===== src/rtl/pipe_hazard_ctrl.sv =====
// ---------------------------------------------------------------------------
// pipe_hazard_ctrl
//   Central stall/flush sequencer for a 4-stage pipeline with IF/ID, ID/EX
//   and EX/WB registers. It detects load-use hazards, taken branches and
//   multi-cycle EX operations. It drives the enable and bubble controls of
//   each pipeline register. A bubble makes the register load NOP_OP, and
//   writeback is suppressed for NOP_OP further down the pipe. The block also
//   keeps a saturating count of stalled cycles for performance debug.
//
// Ports
//   i_clk            clock; all state changes on posedge
//   i_rstd           synchronous active-low reset
//   i_id_op          opcode held in IF/ID (instruction being decoded)
//   i_id_rs          source register 1 of the decoded instruction
//   i_id_rt          source register 2 of the decoded instruction
//   i_ex_op          opcode held in ID/EX (instruction in EX)
//   i_ex_wreg        destination register of the instruction in EX
//   i_br_taken       branch in EX resolved taken this cycle
//   o_pc_en          PC update enable
//   o_fd_en          IF/ID load enable
//   o_fd_flush       IF/ID loads NOP_OP
//   o_de_en          ID/EX load enable
//   o_de_bubble      ID/EX loads NOP_OP
//   o_ew_bubble      EX/WB loads NOP_OP
//   o_state          0=RUN 1=MC_BUSY 2=FLUSH
//   o_stall_cycles   cycles with o_pc_en=0 while out of reset, saturating
// ---------------------------------------------------------------------------
module pipe_hazard_ctrl #(
  parameter logic [5:0] NOP_OP    = 6'd55,
  parameter logic [5:0] LOAD_OP   = 6'd16,
  parameter logic [5:0] MUL_OP    = 6'd24,
  parameter int         MUL_LAT   = 4,
  parameter bit         IMEM_SYNC = 1'b1
) (
  input  logic        i_clk,
  input  logic        i_rstd,
  input  logic [5:0]  i_id_op,
  input  logic [4:0]  i_id_rs,
  input  logic [4:0]  i_id_rt,
  input  logic [5:0]  i_ex_op,
  input  logic [4:0]  i_ex_wreg,
  input  logic        i_br_taken,
  output logic        o_pc_en,
  output logic        o_fd_en,
  output logic        o_fd_flush,
  output logic        o_de_en,
  output logic        o_de_bubble,
  output logic        o_ew_bubble,
  output logic [1:0]  o_state,
  output logic [15:0] o_stall_cycles
);

  localparam logic [1:0] S_RUN   = 2'd0;
  localparam logic [1:0] S_MC    = 2'd1;
  localparam logic [1:0] S_FLUSH = 2'd2;

  // The mc_enter cycle is the first EX cycle and the counter==0 cycle is
  // the last, so MUL_LAT-2 intermediate cycles remain.
  localparam logic [3:0] MC_INIT = 4'(MUL_LAT - 2);

  logic [1:0]  r_state;
  logic [1:0]  w_state_nxt;
  logic [3:0]  r_mc_cnt;
  logic [3:0]  w_mc_cnt_nxt;
  logic [15:0] r_stall_cycles;

  logic w_load_use;
  logic w_mc_enter;
  logic w_pc_en;
  logic w_fd_en;
  logic w_fd_flush;
  logic w_de_en;
  logic w_de_bubble;
  logic w_ew_bubble;

  function automatic logic [15:0] sat_inc16(input logic [15:0] v);
    return (v == 16'hFFFF) ? v : v + 16'd1;
  endfunction

  // A load to r0 never creates a dependency. A NOP in decode reads nothing.
  assign w_load_use = (i_ex_op == LOAD_OP) && (i_ex_wreg != 5'd0) &&
                      (i_id_op != NOP_OP) &&
                      ((i_ex_wreg == i_id_rs) || (i_ex_wreg == i_id_rt));
  assign w_mc_enter = (r_state == S_RUN) && (i_ex_op == MUL_OP);

  // State register, multi-cycle counter and stall counter
  always_ff @(posedge i_clk) begin
    if (!i_rstd) begin
      r_state        <= S_RUN;
      r_mc_cnt       <= 4'd0;
      r_stall_cycles <= 16'd0;
    end else begin
      r_state  <= w_state_nxt;
      r_mc_cnt <= w_mc_cnt_nxt;
      if (!w_pc_en)
        r_stall_cycles <= sat_inc16(r_stall_cycles);
    end
  end

  // Next-state logic
  always_comb begin
    w_state_nxt  = r_state;
    w_mc_cnt_nxt = r_mc_cnt;
    case (r_state)
      S_RUN: begin
        if (i_br_taken) begin
          w_state_nxt = IMEM_SYNC ? S_FLUSH : S_RUN;
        end else if (w_mc_enter) begin
          w_state_nxt  = S_MC;
          w_mc_cnt_nxt = MC_INIT;
        end
      end
      S_MC: begin
        if (r_mc_cnt == 4'd0)
          w_state_nxt = S_RUN;
        else
          w_mc_cnt_nxt = r_mc_cnt - 4'd1;
      end
      S_FLUSH: w_state_nxt = S_RUN;
      default: w_state_nxt = S_RUN;
    endcase
  end

  // Output logic
  always_comb begin
    w_pc_en     = 1'b1;
    w_fd_en     = 1'b1;
    w_de_en     = 1'b1;
    w_fd_flush  = 1'b0;
    w_de_bubble = 1'b0;
    w_ew_bubble = 1'b0;
    case (r_state)
      S_RUN: begin
        if (i_br_taken) begin
          // PC loads the branch target; the two younger instructions die.
          w_fd_flush  = 1'b1;
          w_de_bubble = 1'b1;
        end else if (w_mc_enter) begin
          w_pc_en     = 1'b0;
          w_fd_en     = 1'b0;
          w_de_en     = 1'b0;
          w_ew_bubble = 1'b1;
        end else if (w_load_use) begin
          // One bubble is enough: next cycle the load sits in EX/WB and
          // the forwarding path supplies its value.
          w_pc_en     = 1'b0;
          w_fd_en     = 1'b0;
          w_de_bubble = 1'b1;
        end
      end
      S_MC: begin
        if (r_mc_cnt == 4'd0) begin
          // Final EX cycle: EX/WB takes the single MUL result and ID/EX
          // takes a bubble so the MUL is not executed twice.
          w_de_bubble = 1'b1;
        end else begin
          w_pc_en     = 1'b0;
          w_fd_en     = 1'b0;
          w_de_en     = 1'b0;
          w_ew_bubble = 1'b1;
        end
      end
      S_FLUSH: begin
        // Kills the fetch issued before the target address reached the
        // synchronous instruction memory.
        w_fd_flush = 1'b1;
      end
      default: ;
    endcase
    if (!i_rstd) begin
      w_pc_en     = 1'b0;
      w_fd_en     = 1'b0;
      w_de_en     = 1'b0;
      w_fd_flush  = 1'b1;
      w_de_bubble = 1'b1;
      w_ew_bubble = 1'b1;
    end
  end

  assign o_pc_en        = w_pc_en;
  assign o_fd_en        = w_fd_en;
  assign o_fd_flush     = w_fd_flush;
  assign o_de_en        = w_de_en;
  assign o_de_bubble    = w_de_bubble;
  assign o_ew_bubble    = w_ew_bubble;
  assign o_state        = r_state;
  assign o_stall_cycles = r_stall_cycles;

endmodule


===== config.mk =====
export PLATFORM = sky130hd
export DESIGN_NAME = pipe_hazard_ctrl
export DESIGN_NICKNAME = d
export VERILOG_FILES = /design/src/rtl/pipe_hazard_ctrl.sv
export SDC_FILE = /design/constraint.sdc
export NUM_CORES = 1
export LEC_CHECK = 0
export ABC_AREA = 1
export CAP_MARGIN = 15
export CORE_ASPECT_RATIO = 1.25
export CORE_MARGIN = 2
export CORE_UTILIZATION = 45
export DETAILED_ROUTE_END_ITERATION = 10
export PLACE_DENSITY = 0.76
export SLEW_MARGIN = 10
export SYNTH_ARGS = -nofsm -noshare
export SYNTH_HDL_FRONTEND = slang
export SYNTH_SLANG_ARGS = --single-unit

===== constraint.sdc =====
create_clock -name i_clk -period 2.41 [get_ports i_clk]
set_clock_uncertainty 0.15 [all_clocks]
set_input_delay 0.241 -clock i_clk [delete_from_list [all_inputs] [get_ports i_clk]]
set_output_delay 0.241 -clock i_clk [all_outputs]
set_load 0.05 [all_outputs]

Yosys cells after proc, flatten, opt, wreduce, memory -nomap -nowiden
Cells that the tools add are included.
{ "totals": {"word_cells": 63, "output_inout_bits": 24, "ff_bits": 22, "input_bits": 30} }
{ "classes": {"n_mux": 31, "eq_ne": 13, "bitwise_logic": 2, "n_reduce_logical": 12, "n_addsub": 2} }
{ "op_table": {"columns": ["cell", "n"], "rows": [
  ["1-bit two-way mux", 18],
  ["16-bit by 1-bit adder with 16-bit output (second input constant)", 1],
  ["16-bit equality test (second input constant)", 1],
  ["6-bit by 5-bit equality test with 1-bit output (second input constant)", 2],
  ["4-bit two-way mux", 3],
  ["5-bit equality test", 2],
  ["1-bit case mux with 2 select lines", 5],
  ["2-bit inequality test (second input constant)", 4],
  ["4-bit case mux with 2 select lines", 1],
  ["2-bit two-way mux", 3],
  ["6-bit inequality test (second input constant)", 1],
  ["5-bit nonzero test", 1],
  ["1-bit logical AND", 4],
  ["4-bit logical NOT", 1],
  ["2-bit case mux with 2 select lines", 1],
  ["2-bit AND reduction", 2],
  ["4-bit AND reduction", 1],
  ["4-bit by 1-bit subtractor with 4-bit output (second input constant)", 1],
  ["3-bit inequality test (second input constant)", 1],
  ["2-bit by 1-bit equality test with 1-bit output (second input constant)", 1],
  ["2-bit equality test (second input constant)", 1],
  ["2-bit logical NOT", 1],
  ["1-bit inverter", 2],
  ["2-bit nonzero test", 1],
  ["1-bit logical OR", 1]
]} }

Depth between registers and ports, before layout
Gate-level depths: netlist of the first run.
{ "logic_depth": {"word_depth": 11, "ltp_mapped": 14, "depth_no_buf": 14} }

Least setup slack after synthesis of the first run
Ideal clock, no wire load.
{ "synth_timing": {"path_kind": "register -> output", "startpoint": "reg r_state[1] (netlist: o_state[1])", "endpoint": "out o_ew_bubble", "stages_incl_launch_ff": 8, "slack_ps": -238, "arrival_ps": 2257, "path_buffers": 0, "required_ps": 2019, "cell_sequence": "dfxtp_1 -> nor2_1 -> inv_1 -> nor2_1 -> nor2_2 -> nor2_4 -> nor2_1 -> inv_1"} }
{ "synth_via": {"elab_chain_len": 6, "elab_cells_between_ends": 7, "cone_classes": "eq/ne: 1; mux: 4; reduce/logical: 2"} }
{ "synth_lines": {"columns": ["element", "line", "rtl"], "rows": [
  ["start, declared", "61", "logic [1:0] r_state;"],
  ["start signal, assigned", "93", "r_state <= w_state_nxt;"],
  ["2-bit logical NOT", "84, 132", null],
  ["1-bit logical AND", "84", "assign w_mc_enter = (r_state == S_RUN) && (i_ex_op == MUL_OP);"],
  ["1-bit two-way mux", "138", "end else if (w_mc_enter) begin"],
  ["1-bit two-way mux", "134", "if (i_br_taken) begin"],
  ["1-bit case mux with 2 select lines *", "132", "case (r_state)"],
  ["1-bit two-way mux *", "170", "if (!i_rstd) begin"],
  ["end, declared", "48", "output logic o_ew_bubble,"]
]} }
Every way passes the cells marked *; elsewhere a longest branch is shown, timed or not.

Worst setup path after layout of the first run
{ "layout_timing": {"startpoint": "in i_ex_wreg[0]", "endpoint": "out o_pc_en"} }
{ "layout_via": {"elab_chain_len": 9, "elab_cells_between_ends": 12, "cone_classes": "eq/ne: 2; mux: 5; reduce/logical: 5"} }
{ "layout_lines": {"columns": ["element", "line", "rtl"], "rows": [
  ["start, declared", "41", "input logic [4:0] i_ex_wreg,"],
  ["5-bit nonzero test", "81", "assign w_load_use = (i_ex_op == LOAD_OP) && (i_ex_wreg != 5'd0) &&"],
  ["1-bit logical AND (2 in series)", "81", null],
  ["1-bit logical AND *", "82", "(i_id_op != NOP_OP) &&"],
  ["1-bit two-way mux *", "143", "end else if (w_load_use) begin"],
  ["1-bit two-way mux *", "138", null],
  ["1-bit two-way mux *", "134", null],
  ["1-bit case mux with 2 select lines *", "132", null],
  ["1-bit two-way mux *", "170", null],
  ["end, declared", "43", "output logic o_pc_en,"]
]} }
Marked as above.

==> results of run 1 <==
## metrics by stage
| step | util [%] | hold slack, ps | total power, mW | cell area [um^2] | instances |
|---|---|---|---|---|---|
| 4_1_cts | 65.3 | 324 | 0.979 | 2240 | 336 |
| 5_1_grt | 65.3 | 358 | 1.01 | 2240 | 336 |
| 3_3_place_gp | 63.2 | 302 | 0.628 | 2160 | 332 |
| 3_5_place_dp | 63.2 | 311 | 0.631 | 2160 | 332 |
| 6_report | 65.3 | 322 | 0.969 | 2240 | 336 |
| 2_1_floorplan | - | 228 | 0.527 | 1580 | 244 |
## logic make-up after synthesis
logic type | after synthesis | synth area share, %
DFF | 22 | 28.0
AOI/OAI and AO/OA | 23 | 8.27
xor gates and xnor gates | 16 | 8.91
and+or+nand+nor | 139 | 41.4
adders and majority gates | 3 | 2.39
buffers and inverters | 41 | 11.1
## power breakdown
part           switching [mW]  total [mW]  internal (mW)
combinational           0.131       0.239          0.108
clock                   0.125       0.347          0.222
sequential            0.00928       0.383          0.373
## cell type report
cell class / instances / share of cell area [%]
clock buffers: 3 / 1.85
clock inverters: 1 / 1.34
well taps: 39 / 2.18
repair buffers: 55 / 26.0
multi-input cells: 181 / 43.0
inverters: 35 / 5.88
flip-flops and latches: 22 / 19.8
## metal layers
metal | vias to the layer above | routed length (um)
met5 | - | 0
met4 | 0 | 79
met3 | 8 | 169
met2 | 52 | 1830
met1 | 772 | 1600
li1 | 883 | -
## critical path, stage by stage
cell             delay (ps)
clkdlybuf4s50_1         560
nor2_1                   70
nor2_1                  120
nor2_1                   50
nand3_1                  60
nand2_1                  70
nand2_1                  60
nand2_1                  40
nand2_1                 100
nand2_4                 110
inv_1                   180
buf_12                  160
## final timing paths
| kind | start | slack (ps) | cells past startpoint | end |
|---|---|---|---|---|
| max | i_ex_wreg[0] | 200 | 12 | o_pc_en |
| max reg2reg | o_stall_cycles[0] | 270 | 7 | o_stall_cycles[6] |
| min | r_mc_cnt[0] | 320 | 2 | r_mc_cnt[0] |
| min reg2reg | r_mc_cnt[0] | 320 | 2 | r_mc_cnt[0] |
## layout by cell type (no fill, tap or decap), types with 2 or more instances in the layout
cell / synthesis / layout
nand2_1: 57 / 57
a21oi_1: 16 / 16
nand3_1: 28 / 28
buf_12: 0 / 4
ha_1: 3 / 3
nand4_1: 4 / 4
xor2_1: 11 / 11
inv_1: 34 / 34
dfxtp_1: 22 / 20
clkbuf_8: 0 / 3
nor3_1: 5 / 5
nor2_2: 2 / 3
nor2_1: 32 / 31
buf_4: 1 / 4
nand2_4: 2 / 2
o21ai_0: 4 / 4
clkdlybuf4s50_1: 0 / 47
dfxtp_2: 0 / 2
xnor2_1: 5 / 5
## flip-flops by register name, summed over array words and instances, names as in the netlist
| register | cells |
|---|---|
| o_stall_cycles | 16 |
| o_state | 2 |
| r_mc_cnt | 4 |
==> reports/results.ini, run 1 <==
[synth]
synth_cells = 244
synth_warnings = 0
synth_area_mm2 = 0.00157
ys_seq_elements = 22
synth_edf_count = 0
synth_top_area_cell = dfxtp_1
ys.flop_type = dfxtp_1
ys_top_cells_by_area = dfxtp_1 28%, nand2_1 14%, nand3_1 8.9%
synth.most_common_cell = nand2_1
ys_seq_area_share_pct = 28.0
synth_cell_types = 31
synth.top_cell.area_share_pct = 28.0
postSynthAreaPerCell_um2 = 6.45
ys_top_cells_by_count = 57 x nand2_1, 34 x inv_1, 32 x nor2_1, 28 x nand3_1, 22 x dfxtp_1
async_flop_share_pct = 0
syn_nets = 277

[final_layout]
nFillCells = 316
multi_input_area_um2 = 961
drive_above_1_share_pct = 8.42
nets = 331
area_delta_synth_final_pct = 42.2
num_antenna_cells = 0
seq_area_um2 = 443

[timing]
fin_setup_tns_ps = 0
worst_slack_ps = 205
setup_viol = 0
min_period_ps = 2210
fmax_mhz = 453
rsz0062_at_grt = false
max-slew-margin-rel_pct = 57.2
min_period_over_period_pct = 91.5
worstMarginPinSlew_ps = 636
maxSlewViolCount = 0
hold_viol = 0

[detailed_routing]
vias = 1715
ant_nets = 0
first_iter_violations = 73
drt_first_pass_iters = 4
routed_via_density = 5.10
wire_per_inst_um = 10.9
drcViolationCount = 0
wl_um = 3680

[floorplanning]
die-area_mm2 = 0.00399
die_x_um = 56.9
core_area_mm2 = 0.00342
io_pins = 54
start_util_pct = 45.9
die_height_um = 70.1
rows = 24

[clocking]
htree_levels = 1
cts_setup_buffers = 0
cts_hold_buf = 0
clock-root-buffer = clkbuf_8
cts_sinks = 22
clk_latency_ps = 270
cts_inserted_buffers = 3
cts_tree = built
ctsResizeCount = 0
path_clk_slew_ps = 90
clockBufferDepth = 2

[job]
max_cap_viol_count = 0

[power_and_ir_drop]
p_leak_nw = 0.947
cellPowerDensity_mw_per_mm2 = 433
vdd_drop_max_v = 0.000283

[setup_path]
crit_fanout = 11
path_class = in -> out
endpoint_kind = output port
crit_path_start_kind = primary input
required_ps = 2020
cp.arrival_ps = 1810

[status]
status = complete, no violations

[global_routing]
antenna_found_initial = 0
met2_usage_pct = 33.9
grt_pass1_vias = 1584
grt_max_degree = 18
grt_pass1_wl_um = 6450
use_met1_pct = 23.5
grt_usage_pct = 19.7
met3_usage_pct = 3.70
grt.busiest_layer = met2
grt-ovfl-total = 0

[placement]
post-dp-hpwl_um = 2930
port_buffers = 53
post-place-ws_ps = 197
gp_congestion = 0.903

[worst_hold_path]
min_path_type = reg -> reg

Power figures use the tool's default switching activity.
==> run 2, diff against run 1 <==
- SLEW_MARGIN: 10 -> unset
==> results of run 2 <==
Same layout as run 1: the final DEF is identical, and so are final timing and power.
